$ cat config.mk
export PLATFORM = sky130hd
export DESIGN_NAME = demux_1_8_bit_collector
export DESIGN_NICKNAME = d
export VERILOG_FILES = /design/src/rtl/demux_1_8_bit_collector.sv
export SDC_FILE = /design/constraint.sdc
export NUM_CORES = 1
export LEC_CHECK = 0
export ABC_AREA = 1
export ABC_CLOCK_PERIOD_IN_PS = 1950
export BUFFER_PORTS_ARGS = -buffer_cell sky130_fd_sc_hd__clkbuf_2
export CAP_MARGIN = 0
export CORE_ASPECT_RATIO = 1.25
export CORE_MARGIN = 2
export CORE_UTILIZATION = 42
export CTS_CLUSTER_SIZE = 14
export DETAILED_ROUTE_END_ITERATION = 6
export GPL_TIMING_DRIVEN = 0
export PLACE_DENSITY = 0.62
export SLEW_MARGIN = 20
export SYNTH_ARGS = -nofsm -noshare
export SYNTH_HDL_FRONTEND = slang
export SYNTH_SLANG_ARGS = --single-unit
$ cat constraint.sdc
create_clock -name clock -period 1.95 [get_ports clock]
set_clock_uncertainty 0.05 [all_clocks]
set_input_delay 0.0975 -clock clock [delete_from_list [all_inputs] [get_ports clock]]
set_output_delay 0.0975 -clock clock [all_outputs]
set_load 0.05 [all_outputs]
$ cat src/rtl/demux_1_8_bit_collector.sv
// Registered 1-to-N bit demultiplexer: scatters a bit stream into an N-bit word
// (explicit select or auto-incrementing index), then offers the word via valid/ready.
module demux_1_8_bit_collector #(
  parameter int unsigned SEL_W = 3,
  localparam int unsigned N = 1 << SEL_W
) (
  input  logic             clock,
  input  logic             reset,
  input  logic             in_valid,
  output logic             in_ready,
  input  logic             in_bit,
  input  logic [SEL_W-1:0] select,
  input  logic             auto_mode,
  output logic             out_valid,
  input  logic             out_ready,
  output logic [N-1:0]     out,
  output logic [N-1:0]     written_mask,
  output logic             dup_err
);

  typedef enum logic {COLLECT, HOLD} state_e;

  state_e           state_q,     state_d;
  logic [N-1:0]     out_q,       out_d;
  logic [N-1:0]     mask_q,      mask_d;
  logic [SEL_W-1:0] cnt_q,       cnt_d;
  logic             mode_q,      mode_d;
  logic             dup_q,       dup_d;
  logic             in_ready_q,  in_ready_d;
  logic             out_valid_q, out_valid_d;

  logic             accept_c;
  logic             mode_eff_c;
  logic [SEL_W-1:0] idx_c;

  assign accept_c   = in_valid & in_ready_q;
  // First bit of a frame sees the live auto_mode; later bits use the latched mode.
  assign mode_eff_c = (mask_q == '0) ? auto_mode : mode_q;
  assign idx_c      = mode_eff_c ? cnt_q : select;

  always_comb begin
    state_d     = state_q;
    out_d       = out_q;
    mask_d      = mask_q;
    cnt_d       = cnt_q;
    mode_d      = mode_q;
    dup_d       = dup_q;
    in_ready_d  = in_ready_q;
    out_valid_d = out_valid_q;
    unique case (state_q)
      COLLECT: begin
        in_ready_d  = 1'b1;
        out_valid_d = 1'b0;
        if (accept_c) begin
          if (mask_q == '0) mode_d = auto_mode;
          if (mask_q[idx_c]) dup_d = 1'b1;
          out_d[idx_c]  = in_bit;
          mask_d[idx_c] = 1'b1;
          if (mode_eff_c) cnt_d = cnt_q + SEL_W'(1);
          if (&mask_d) begin
            state_d     = HOLD;
            in_ready_d  = 1'b0;
            out_valid_d = 1'b1;
          end
        end
      end
      HOLD: begin
        in_ready_d  = 1'b0;
        out_valid_d = 1'b1;
        if (out_valid_q && out_ready) begin
          mask_d      = '0;
          cnt_d       = '0;
          state_d     = COLLECT;
          in_ready_d  = 1'b1;
          out_valid_d = 1'b0;
        end
      end
      default: state_d = COLLECT;
    endcase
  end

  always_ff @(posedge clock or negedge reset) begin
    if (!reset) begin
      state_q     <= COLLECT;
      out_q       <= '0;
      mask_q      <= '0;
      cnt_q       <= '0;
      mode_q      <= 1'b0;
      dup_q       <= 1'b0;
      in_ready_q  <= 1'b0;
      out_valid_q <= 1'b0;
    end else begin
      state_q     <= state_d;
      out_q       <= out_d;
      mask_q      <= mask_d;
      cnt_q       <= cnt_d;
      mode_q      <= mode_d;
      dup_q       <= dup_d;
      in_ready_q  <= in_ready_d;
      out_valid_q <= out_valid_d;
    end
  end

  assign in_ready     = in_ready_q;
  assign out_valid    = out_valid_q;
  assign out          = out_q;
  assign written_mask = mask_q;
  assign dup_err      = dup_q;

endmodule

==> flow_summary.json <==
{
  "clk_latency_ns": 0.33,
  "setup_viol": 0,
  "seqCellArea_um2": 576,
  "grt_pass1_vias": 1150,
  "die_w_um": 54.6,
  "syn_nets": 177,
  "cts.htree.levels": 1,
  "crit_fanout": 7,
  "cp.arrival_ns": 2.08,
  "core_um2": 3000,
  "p_int_uw": 1240,
  "synth.area.top_cells": "dfrtp_1 (43%), nand2_1 (9.2%), nand3_2 (7.4%)",
  "dr.pass1.iters": 4,
  "combPwrFrac_pct": 61.9,
  "whs_ns": 0.0754,
  "clk_pin_slew_ns": 0.14,
  "numClockSinks": 23,
  "period_minus_slack_ns": 1.91,
  "dp.final_hpwl_um": 2370,
  "io_pins": 28,
  "cts_tree": "done",
  "timing.fmax_mhz": 524,
  "ant_nets": 0,
  "cts_max_path_buffers": 2,
  "fillers": 301,
  "routed_via_density": 4.99,
  "drive_above_1_share_pct": 36.9,
  "critPathTopFamily": "simple AND/OR/NAND/NOR gates",
  "synth_top_area_share_pct": 42.8,
  "critPathMaxStageDelay_ns": 0.45,
  "worst_slew_pin_slew_ns": 0.580,
  "grt_util_all_layers_pct": 18.7,
  "portBuffers": 27,
  "multi_input_area_um2": 696,
  "rsz0062_at_grt": "true",
  "synth_top_area_cell": "dfrtp_1",
  "synth_seq_cells": 23,
  "dr_total_vias": 1208,
  "initial_core_util_pct": 44.8,
  "synthCells": 167,
  "status": "finished clean",
  "yosys_warnings": 0,
  "crit_path_end_kind": "flop",
  "path_class": "reg -> reg",
  "grt_pass1_wl_um": 4990,
  "fin_cells": 242,
  "ys_seq_area_share_pct": 42.8,
  "n_antenna_cell": 0,
  "ctsRootBufferMaster": "clkbuf_4",
  "crit_buf_inv": 0,
  "p_per_area_nw_per_um2": 1740,
  "synth_area_per_cell_um2": 8.05,
  "hold_viol": 0,
  "drc": 0,
  "die_h_um": 67.2,
  "critPathRequiredTime_ns": 2.13,
  "power.share.clock_pct": 8.1,
  "wire_per_inst_um": 12.7,
  "gp_congestion": 0.847,
  "maxSlewHeadroom_pct": 61.3,
  "synth_cell_type_count": 19,
  "die_area_um2": 3670,
  "syn-cell-area_um2": 1340,
  "sw_frac_of_total_pct": 56.7,
  "drt_iter0_drc": 35,
  "num_rows": 22,
  "min_path_type": "in -> reg",
  "worstPathCellList": "nor2_2 > nand2_2 > o21ai_4 > nand3b_1 > nand2_2 > nand3_2 > o21ai_1 > nor2_1 > nand2_1 > nand2_1",
  "grt_overflow_total": 0,
  "report.final.slew_viol_count": 0,
  "maxCapViolCount": 0,
  "nNetsFinal": 217,
  "power.switching_uw": 1620,
  "p_seq_share_pct": 30.1,
  "grt_start_max_net_pins": 24,
  "dpl.cell_count": 230,
  "timing.final.crit_share_pct": 97.8,
  "leakage_uw": 0.000842,
  "routed_wl_um": 3070,
  "start_kind": "flop",
  "area_growth_pct": 22.4,
  "ir_drop_uv": 1280,
  "cpMaxStageDelayCell": "dfrtp_1",
  "cts_buffers": 3,
  "antenna_found_initial": 0
}
==> stage by stage <==
stage / utilization [%] / TNS [ns] / power (uW) / worst slack (ns) / instance area, um2
after global placement: 50.8 / 0 / 2490 / 0.115 / 1520
after global routing: 54.8 / -0.236 / 3080 / -0.0560 / 1650
after detailed placement: 50.8 / 0 / 2530 / 0.0638 / 1520
after CTS: 52.4 / 0 / 2760 / 0.0234 / 1570
final: 54.8 / 0 / 2860 / 0.0432 / 1650
after floorplan: - / 0 / 2140 / 0.0505 / 1340
==> cell usage after synthesis (all sizes together) <==
library cell,count
nand3,21
inv,26
a21oi,2
nand4,2
ha,1
nand3b,1
nor3,1
nand2,47
dfrtp,23
o21ai,24
nor2,19
==> final cells by class <==
class / instances / share of cell area [%]
repair buffers: 35 / 12.4
clock inverters: 1 / 0.304
well taps: 36 / 2.74
flip-flops and latches: 23 / 35.0
clock buffers: 3 / 1.37
inverters: 26 / 5.93
multi-input cells: 118 / 42.3
==> path summary, 6_finish.rpt <==
path	end	start	cells past startpoint	slack, ns
max in group asynchronous	written_mask[4]$_DFFE_PN0P_	reset	2	1.22
worst min-delay path	out[1]$_DFFE_PN0P_	in_bit	3	0.08
worst max-delay path	dup_err$_DFFE_PN0P_	written_mask[1]$_DFFE_PN0P_	10	0.04
worst max register to register	dup_err$_DFFE_PN0P_	written_mask[1]$_DFFE_PN0P_	10	0.04
worst min register to register	dup_err$_DFFE_PN0P_	dup_err$_DFFE_PN0P_	2	0.42
min in group asynchronous	out[0]$_DFFE_PN0P_	reset	2	0.23
==> kinds of logic after synthesis <==
group | Yosys count | share of synthesized area [%]
and+or+nand+nor | 91 | 38.2
adders and majority gates | 1 | 0.931
DFF | 23 | 42.8
buffers and inverters | 26 | 7.26
AOI/OAI and AO/OA | 26 | 10.8
==> layer usage <==
| layer | part of all wire [%] | track usage [%] | vias up |
|---|---|---|---|
| met5 | 0 | 0 | - |
| met4 | 2.0 | 8.44 | 0 |
| met3 | 4.3 | 1.99 | 7 |
| met2 | 51 | 31.7 | 35 |
| met1 | 43 | 23.2 | 555 |
| li1 | - | - | 611 |
==> tightest hold or removal path, stage by stage <==
cell	delay (ns)
clkbuf_2	0.07
inv_1	0.11
o21ai_1	0.15
==> flip-flops by register name, summed over array words and instances, names as in the netlist <==
| name | cells |
|---|---|
| out | 8 |
| written_mask | 8 |
| out_valid | 1 |
| cnt_q | 3 |
| dup_err | 1 |
| in_ready | 1 |
| mode_q | 1 |
==> repair_timing <==
action                     4_1_cts  5_1_grt
resized for setup                0       10
hold endpoints to repair        24        0
setup endpoints to repair        0        9
hold buffers                     2        0
setup buffers                    0        6
==> power groups by stage <==
| stage | clock network [uW] | registers (uW) | logic [uW] |
|---|---|---|---|
| after floorplan | 0 | 1450 | 694 |
| after global placement | 0 | 864 | 1630 |
| after detailed placement | 0 | 876 | 1650 |
| after CTS | 234 | 865 | 1660 |
| after global routing | 259 | 889 | 1930 |
| final | 231 | 861 | 1770 |
==> layout by cell type, fill, tap and decap left out, types with 2 or more instances in the layout <==
master / count
nand2_1: 32
clkbuf_2: 27
inv_1: 25
dfrtp_1: 23
nand3_2: 12
o21ai_0: 11
o21ai_1: 11
nand2_2: 10
nor2_1: 10
nand3_1: 9
nor2_2: 6
nand2_4: 5
buf_4: 5
nor2_4: 3
clkbuf_4: 3
a21oi_1: 2
nand4_1: 2
dlygate4sd3_1: 2
Note: power is estimated with default switching activity, not from simulation.
